===== src/rtl/sm4_pkg.sv =====
// Shared SM4 definitions: controller state encoding, round count, mode codes and word reversal R.
package sm4_pkg;

    typedef enum logic [1:0] {IDLE, ISSUE, WAIT, DONE} sm4State_t;

    localparam int   SM4_NROUNDS = 32;
    localparam logic SM4_ENC     = 1'b0;
    localparam logic SM4_DEC     = 1'b1;

    function automatic logic [127:0] wordReverse(input logic [127:0] x);
        return {x[31:0], x[63:32], x[95:64], x[127:96]};
    endfunction

endpackage


===== src/rtl/sm4_round_cnt.sv =====
// Round counter with terminal flag; maps the count to a key-store index
// (forward for encrypt, reversed for decrypt).
module sm4_round_cnt
    import sm4_pkg::*;
#(
    parameter int NROUNDS = SM4_NROUNDS
) (
    input  logic       i_clk,
    input  logic       i_rst,
    input  logic       i_clr,
    input  logic       i_inc,
    input  logic       i_mode,
    output logic       o_last,
    output logic [4:0] o_rk_idx
);

    localparam logic [4:0] LAST_CNT = 5'(NROUNDS - 1);

    logic [4:0] r_cnt;

    always_ff @(posedge i_clk or posedge i_rst) begin
        if (i_rst) begin
            r_cnt <= '0;
        end else if (i_clr) begin
            r_cnt <= '0;
        end else if (i_inc) begin
            r_cnt <= r_cnt + 5'd1;
        end
    end

    assign o_last   = (r_cnt == LAST_CNT);
    assign o_rk_idx = (i_mode == SM4_DEC) ? (LAST_CNT - r_cnt) : r_cnt;

endmodule


===== src/rtl/sm4_round_ctrl.sv =====
// Iterative SM4 round sequencer between the bus adapter and the external round unit / key store.
// Optional WAIT watchdog with o_err output: define SM4_ROUND_CTRL_WDOG_EN.
module sm4_round_ctrl
    import sm4_pkg::*;
#(
    parameter int RF_LAT  = 5,
    parameter int NROUNDS = SM4_NROUNDS
) (
    input  logic         i_clk,
    input  logic         i_rst,
    input  logic         i_valid,
    output logic         o_ready,
    input  logic         i_mode,
    input  logic [127:0] i_data,
    output logic         o_valid,
    input  logic         i_ready,
    output logic [127:0] o_data,
    output logic [4:0]   o_rk_idx,
    input  logic [31:0]  i_rk,
    output logic         o_rf_valid,
    output logic [127:0] o_rf_data,
    output logic [31:0]  o_rf_rk,
    input  logic         i_rf_valid,
    input  logic [127:0] i_rf_next_data
`ifdef SM4_ROUND_CTRL_WDOG_EN
    ,
    output logic         o_err
`endif
);

    sm4State_t    r_state;
    logic         r_mode;
    logic         r_valid;
    logic         r_rfValid;
    logic [127:0] r_blk;
    logic [127:0] r_data;
    logic [31:0]  r_rfRk;

    logic         w_accept;
    logic         w_last;
    logic         w_cntClr;
    logic         w_cntInc;
    logic         w_timeout;
    logic [4:0]   w_rkIdx;

    if (RF_LAT < 1 || RF_LAT > 250) begin : g_badRfLat
        $error("sm4_round_ctrl: RF_LAT must lie in 1..250");
    end

`ifdef SM4_ROUND_CTRL_WDOG_EN
    // The timer counts WAIT cycles; the result may still land on the last allowed cycle.
    localparam logic [7:0] WDOG_LIMIT = 8'(RF_LAT + 3);

    logic [7:0] r_wdog;
    logic       r_err;

    assign w_timeout = (r_state == WAIT) && !i_rf_valid && (r_wdog == WDOG_LIMIT);
    assign o_err     = r_err;
`else
    assign w_timeout = 1'b0;
`endif

    assign w_accept = (r_state == IDLE) && i_valid;
    assign w_cntClr = w_accept || w_timeout;
    assign w_cntInc = (r_state == WAIT) && i_rf_valid && !w_last;

    sm4_round_cnt #(
        .NROUNDS (NROUNDS)
    ) u_cnt (
        .i_clk    (i_clk),
        .i_rst    (i_rst),
        .i_clr    (w_cntClr),
        .i_inc    (w_cntInc),
        .i_mode   (r_mode),
        .o_last   (w_last),
        .o_rk_idx (w_rkIdx)
    );

    always_ff @(posedge i_clk or posedge i_rst) begin
        if (i_rst) begin
            r_state   <= IDLE;
            r_mode    <= SM4_ENC;
            r_valid   <= 1'b0;
            r_rfValid <= 1'b0;
            r_blk     <= '0;
            r_data    <= '0;
            r_rfRk    <= '0;
`ifdef SM4_ROUND_CTRL_WDOG_EN
            r_wdog    <= '0;
            r_err     <= 1'b0;
`endif
        end else begin
            r_rfValid <= 1'b0;
`ifdef SM4_ROUND_CTRL_WDOG_EN
            r_err     <= 1'b0;
`endif
            case (r_state)
                IDLE: begin
                    if (w_accept) begin
                        r_blk     <= i_data;
                        r_mode    <= i_mode;
                        r_rfValid <= 1'b1;
                        r_state   <= ISSUE;
                    end
                end
                // The key store answers combinationally to o_rk_idx during the issue cycle.
                ISSUE: begin
                    r_rfRk  <= i_rk;
                    r_state <= WAIT;
`ifdef SM4_ROUND_CTRL_WDOG_EN
                    r_wdog  <= '0;
`endif
                end
                WAIT: begin
                    if (i_rf_valid) begin
                        r_blk <= i_rf_next_data;
                        if (w_last) begin
                            r_data  <= wordReverse(i_rf_next_data);
                            r_valid <= 1'b1;
                            r_state <= DONE;
                        end else begin
                            r_rfValid <= 1'b1;
                            r_state   <= ISSUE;
                        end
                    end
`ifdef SM4_ROUND_CTRL_WDOG_EN
                    else if (w_timeout) begin
                        r_err   <= 1'b1;
                        r_blk   <= '0;
                        r_state <= IDLE;
                    end else begin
                        r_wdog <= r_wdog + 8'd1;
                    end
`endif
                end
                DONE: begin
                    if (i_ready) begin
                        r_valid <= 1'b0;
                        r_state <= IDLE;
                    end
                end
                default: r_state <= IDLE;
            endcase
        end
    end

    assign o_ready    = (r_state == IDLE) && !i_rst;
    assign o_valid    = r_valid;
    assign o_data     = r_data;
    assign o_rk_idx   = w_rkIdx;
    assign o_rf_valid = r_rfValid;
    assign o_rf_data  = r_blk;
    assign o_rf_rk    = r_rfRk;

endmodule


===== config.mk =====
export PLATFORM = sky130hd
export DESIGN_NAME = sm4_round_ctrl
export DESIGN_NICKNAME = d
export VERILOG_FILES = /design/src/rtl/sm4_pkg.sv /design/src/rtl/sm4_round_cnt.sv /design/src/rtl/sm4_round_ctrl.sv
export SDC_FILE = /design/constraint.sdc
export NUM_CORES = 1
export LEC_CHECK = 0
export CAP_MARGIN = 30
export CORE_AREA = 2 2 231 233
export DETAILED_ROUTE_END_ITERATION = 10
export DIE_AREA = 0 0 233 235
export GPL_TIMING_DRIVEN = 0
export PLACE_DENSITY_LB_ADDON = 0.25
export SETUP_SLACK_MARGIN = 0.3
export SLEW_MARGIN = 20
export SYNTH_ARGS = -nofsm -noshare
export SYNTH_HDL_FRONTEND = slang
export SYNTH_SLANG_ARGS = --single-unit

===== constraint.sdc =====
create_clock -name i_clk -period 20.3 [get_ports i_clk]
set_input_delay 6.09 -clock i_clk [delete_from_list [all_inputs] [get_ports i_clk]]
set_output_delay 6.09 -clock i_clk [all_outputs]
set_load 0.02 [all_outputs]

Word level (Yosys, flattened, before mapping). Index checks and enable logic that the tools add are counted.

Bits in registers: 298. Logic and storage cells: 52. Output and inout bits: 296.

Muxes and demuxes: 19. Reductions and logical operators: 15. $add $sub $neg: 2. Equality and inequality tests: 8.

Operator list (number): 2-to-1 mux 128 bit (2); one-hot mux 128 bit (2 select lines) (1); 2-to-1 mux 5 bit (3); AND reduction 3 bit (3); 2-to-1 mux 2 bit (4); one-hot mux 2 bit (4 select lines) (1); 2-to-1 mux 1 bit (6); inequality test 2 bit (second input constant) (3); nonzero test 2 bit (3); adder 5 x 1 -> 5 bit (second input constant) (1); == test 5 bit (second input constant) (1); subtractor 5 bit (first input constant) (1); == test 2 bit (second input constant) (2); logical AND 1 bit (4); one-hot mux 1 bit (2 select lines) (2); AND reduction 4 bit (1); == test 2 x 1 -> 1 bit (second input constant) (1); zero test 1 bit (2); zero test 2 bit (1); inequality test 2 x 1 -> 1 bit (second input constant) (1); AND reduction 2 bit (1).

Logic depth before layout (Yosys ltp).
Depth in word-level cells: 5. Mapped depth: 7. Depth with buffers taken out: 7.

By module. A second synthesis with hierarchy kept.

Cells, all modules: 806. Area total of the unflattened synthesis: 12821.0 um^2.

By module, submodules not included: sm4_round_ctrl (area each 12489.5 um^2, times used 1, cells each 777); sm4_round_cnt (area each 331.6 um^2, times used 1, cells each 29).

Worst setup path before layout. Ideal clock, no wire load.

Path kind: input to output. Start: input i_rst. End: output o_ready. Setup slack: 7.665 ns. Data arrival time: 6.545 ns. Cell stages on the path: 1. Data required time: 14.210 ns. Cell sequence: nor3_1.

Word-level cells in the longest chain between the ends: 2.

Ends and longest elaborated chain: from (decl) (line sm4_round_ctrl.sv:10) `input logic i_rst,`; zero test 1 bit (line sm4_round_ctrl.sv:147) `assign o_ready = (r_state == IDLE) && !i_rst;`; logical AND 1 bit (line sm4_round_ctrl.sv:147); to (decl) (line sm4_round_ctrl.sv:12) `output logic o_ready,`.

Every way passes these cells.

Final worst setup path. Ends and elaborated chain as after synthesis.

==> impl_metrics.yaml <==
place:
  hpwl_um: 35500
  port_buffers: 589
  routabilityCongestion: 0.772
  dpl_cell_area_sq_mm: 0.0200
critical_path:
  crit_end: "o_ready"
  cp.depth: 3
  path_common_cell: "clkdlybuf4s50_1"
  path_delay_family: "buffers and inverters"
  critical_path.max_fanout: 2
  crit_chain: "clkdlybuf4s50_1 > nor3_1 > clkdlybuf4s50_1"
  critPathBufInv: 2
  worstPathRequired_ps: 14210
  rrSetupSlack_ps: 17890
  rr_startpoint: "u_cnt.r_cnt[0]"
  reg2reg_depth: 6
  end_kind: "output port"
  critPathLaunchType: "input pin"
  cp_slowest_cell: "clkdlybuf4s50_1"
  path_class: "input pin to output port"
  reg2reg_to: "o_data[33]"
  arrival_ps: 7420
  cp-startpoint: "i_rst"
  slowest_delay_ps: 640
floorplan:
  io-pin-count: 590
  dieArea_sq_mm: 0.0548
  die_width_um: 233
  start_util_pct: 25.3
  die_y_um: 235
  rows: 84
  design.core.area_sq_mm: 0.0522
power:
  power.leakage_nw: 9.39
  swShare_pct: 33.5
  power_frac_comb_pct: 46.2
  finalPower_mw: 2.81
  intPower_mw: 1.87
  switchingPower_mw: 0.942
  pwr-share-clk_pct: 23.5
  seq_power_share_pct: 30.3
  power_density_mw_per_mm2: 132
  ir_drop_mv: 0.0804
min_path:
  min_from: "o_rf_rk[23]"
  worstHoldPathType: "flop to flop"
grt:
  grt_use_total_pct: 16.5
  grt_pass1_wl_um: 67100
  grt_max_degree: 96
  antenna_found_initial: 6
  overflow: 0
  grt_pass1_vias: 10000
logic_synthesis:
  synth_nets: 1100
  synth_cells: 804
  yosys.area.top_type: "dfrtp_1"
  synth-seq-cells: 298
  synth_area_sq_mm: 0.0132
  yosysSeqAreaShare_pct: 56.5
  syn_area_per_cell_sq_um: 16.4
  synthTopCellsByArea: "dfrtp_1, mux2_2, mux2_4"
  synthDistinctLibCells: 28
  yosysTopAreaCellShare_pct: 56.5
  yosysWarnings: 0
route:
  drc: 0
  viasPerCell: 4.27
  vias: 9182
  wl_per_cell_um: 21.5
  drt-total-wl_um: 46200
  dr.pass1.iters: 4
  postRouteAntennaNets: 0
  drtIter0Drc: 260
sta:
  worstMarginPinSlew_ps: 560
  rsz0062_at_grt: "no"
  skew_ps: 18.0
  fin_crit_sh_pct: 66.6
  holdWs_ps: 488
  fin_setup_tns_ps: 0
  hold_violations: 0
  fmax_mhz: 74.0
  slew_violations: 0
  fin_crit_ps: 13510
  slew_headroom_pct: 62.7
  final-setup-viol-count: 0
clocking:
  ctsResizeCount: 0
  cts_hold_buf: 0
  clk_pin_slew_ps: 60
  root_buffer: "clkbuf_16"
  cts.path.max_buffers: 3
  cts_setup_buffers: 0
  clk_latency_ps: 530
  numCtsBuffers: 38
  cts_tree: "built"
  h-tree-depth: 2
  clock_sinks: 298
finish:
  mostFrequentLayoutCell: "clkdlybuf4s50_1"
  final_cell_mix: "clkdlybuf4s50_1, mux2_2, dfrtp_1"
  utilization_pct: 40.7
  drive_gt1_share_pct: 36.1
  final_cell_area_sq_mm: 0.0213
  syn_to_final_growth_pct: 61.1
  num-nets-final: 1732
job:
  cap_viol_max_count: 0
outcome:
  status: "finished, final reports clean"
## flip-flops by register name, summed over array words and instances, names as in the netlist
name         flops
u_cnt.r_cnt      5
o_rf_rk         32
o_rf_valid       1
o_valid          1
o_rf_data      128
o_data         128
r_state          2
r_mode           1
## metrics by stage
step,std cells,setup slack (ps)
after global routing,2150,6690
final,2152,6790
after CTS,2147,6770
after floorplan,804,5980
after detailed placement,2084,6790
after global placement,2081,1200
## layer usage
metal,vias up,track usage (%),wire (um)
li1,4165,-,-
met1,4603,17.7,17000
met2,352,29.6,23600
met3,60,6.77,4500
met4,2,4.61,1060
met5,-,0,8
## power by group through the flow
stage                     sequential [mW]  combinational (mW)  clock [mW]
final                               0.852                1.30       0.660
after global routing                0.874                1.37       0.708
after global placement              0.857                1.31           0
after CTS                           0.854                1.32       0.684
after detailed placement            0.862                1.32           0
after floorplan                      1.06               0.532           0
## Yosys cell counts
library cell and n:
mux2_2 317, dfrtp_1 298, mux2_4 100, buf_4 25, buf_6 14, buf_2 8, nand2_1 8, xor2_1 5
inv_1 3, mux2i_1 3, a22o_1 2, clkbuf_1 2, ha_1 2, nor2_1 2, o21ai_0 2, a21oi_1 1
a31oi_1 1, and4bb_1 1, mux2_1 1, nand2b_1 1, nand2b_4 1, nand3_1 1, nand4_1 1, nor2b_1 1
nor3_1 1, nor3_2 1, o22ai_1 1, or3b_2 1
## worst reg2reg max path, delay by kind of cell (launching register included)
kind	cells	cell delay [ps]
and+or+nand+nor	2	500
muxes	1	370
adders and majority gates	1	190
DFF	1	420
buffers and inverters	2	810
## worst min-delay path by stage
stage	endpoint	cells after the start
after CTS	o_rf_rk[23]	1
after global placement	o_rf_rk[23]	1
after detailed placement	o_rf_rk[23]	1
after floorplan	u_cnt.r_cnt[3]	1
final	o_rf_rk[23]	1
after global routing	o_rf_rk[23]	1
## layout make-up
type | count | area, sq um
Timing Repair Buffer | 592 | 5980
Inverter | 3 | 18.8
Multi-Input combinational cell | 454 | 5340
Buffer | 49 | 393
Clock buffer | 56 | 1140
Clock inverter | 7 | 67.6
Fill cell | 4951 | 31000
Antenna cell | 5 | 12.5
Tap cell | 688 | 861
Sequential cell | 298 | 7460
## logic make-up (layout without fill, tap and decap cells)
kind of cell / Yosys count / after routing / synth area share, %
multiplexers: 421 / 421 / 38.7
adder cells (fa/ha/maj): 2 / 2 / 0.190
AO/OA/AOI/OAI: 7 / 7 / 0.341
buffers and inverters: 52 / 707 / 3.06
flip-flops: 298 / 298 / 56.5
AND/OR/NAND/NOR: 19 / 19 / 0.844
other: 0 / 5 / 0
XOR/XNOR: 5 / 5 / 0.332
No activity file was read; power rests on OpenSTA's default activity.
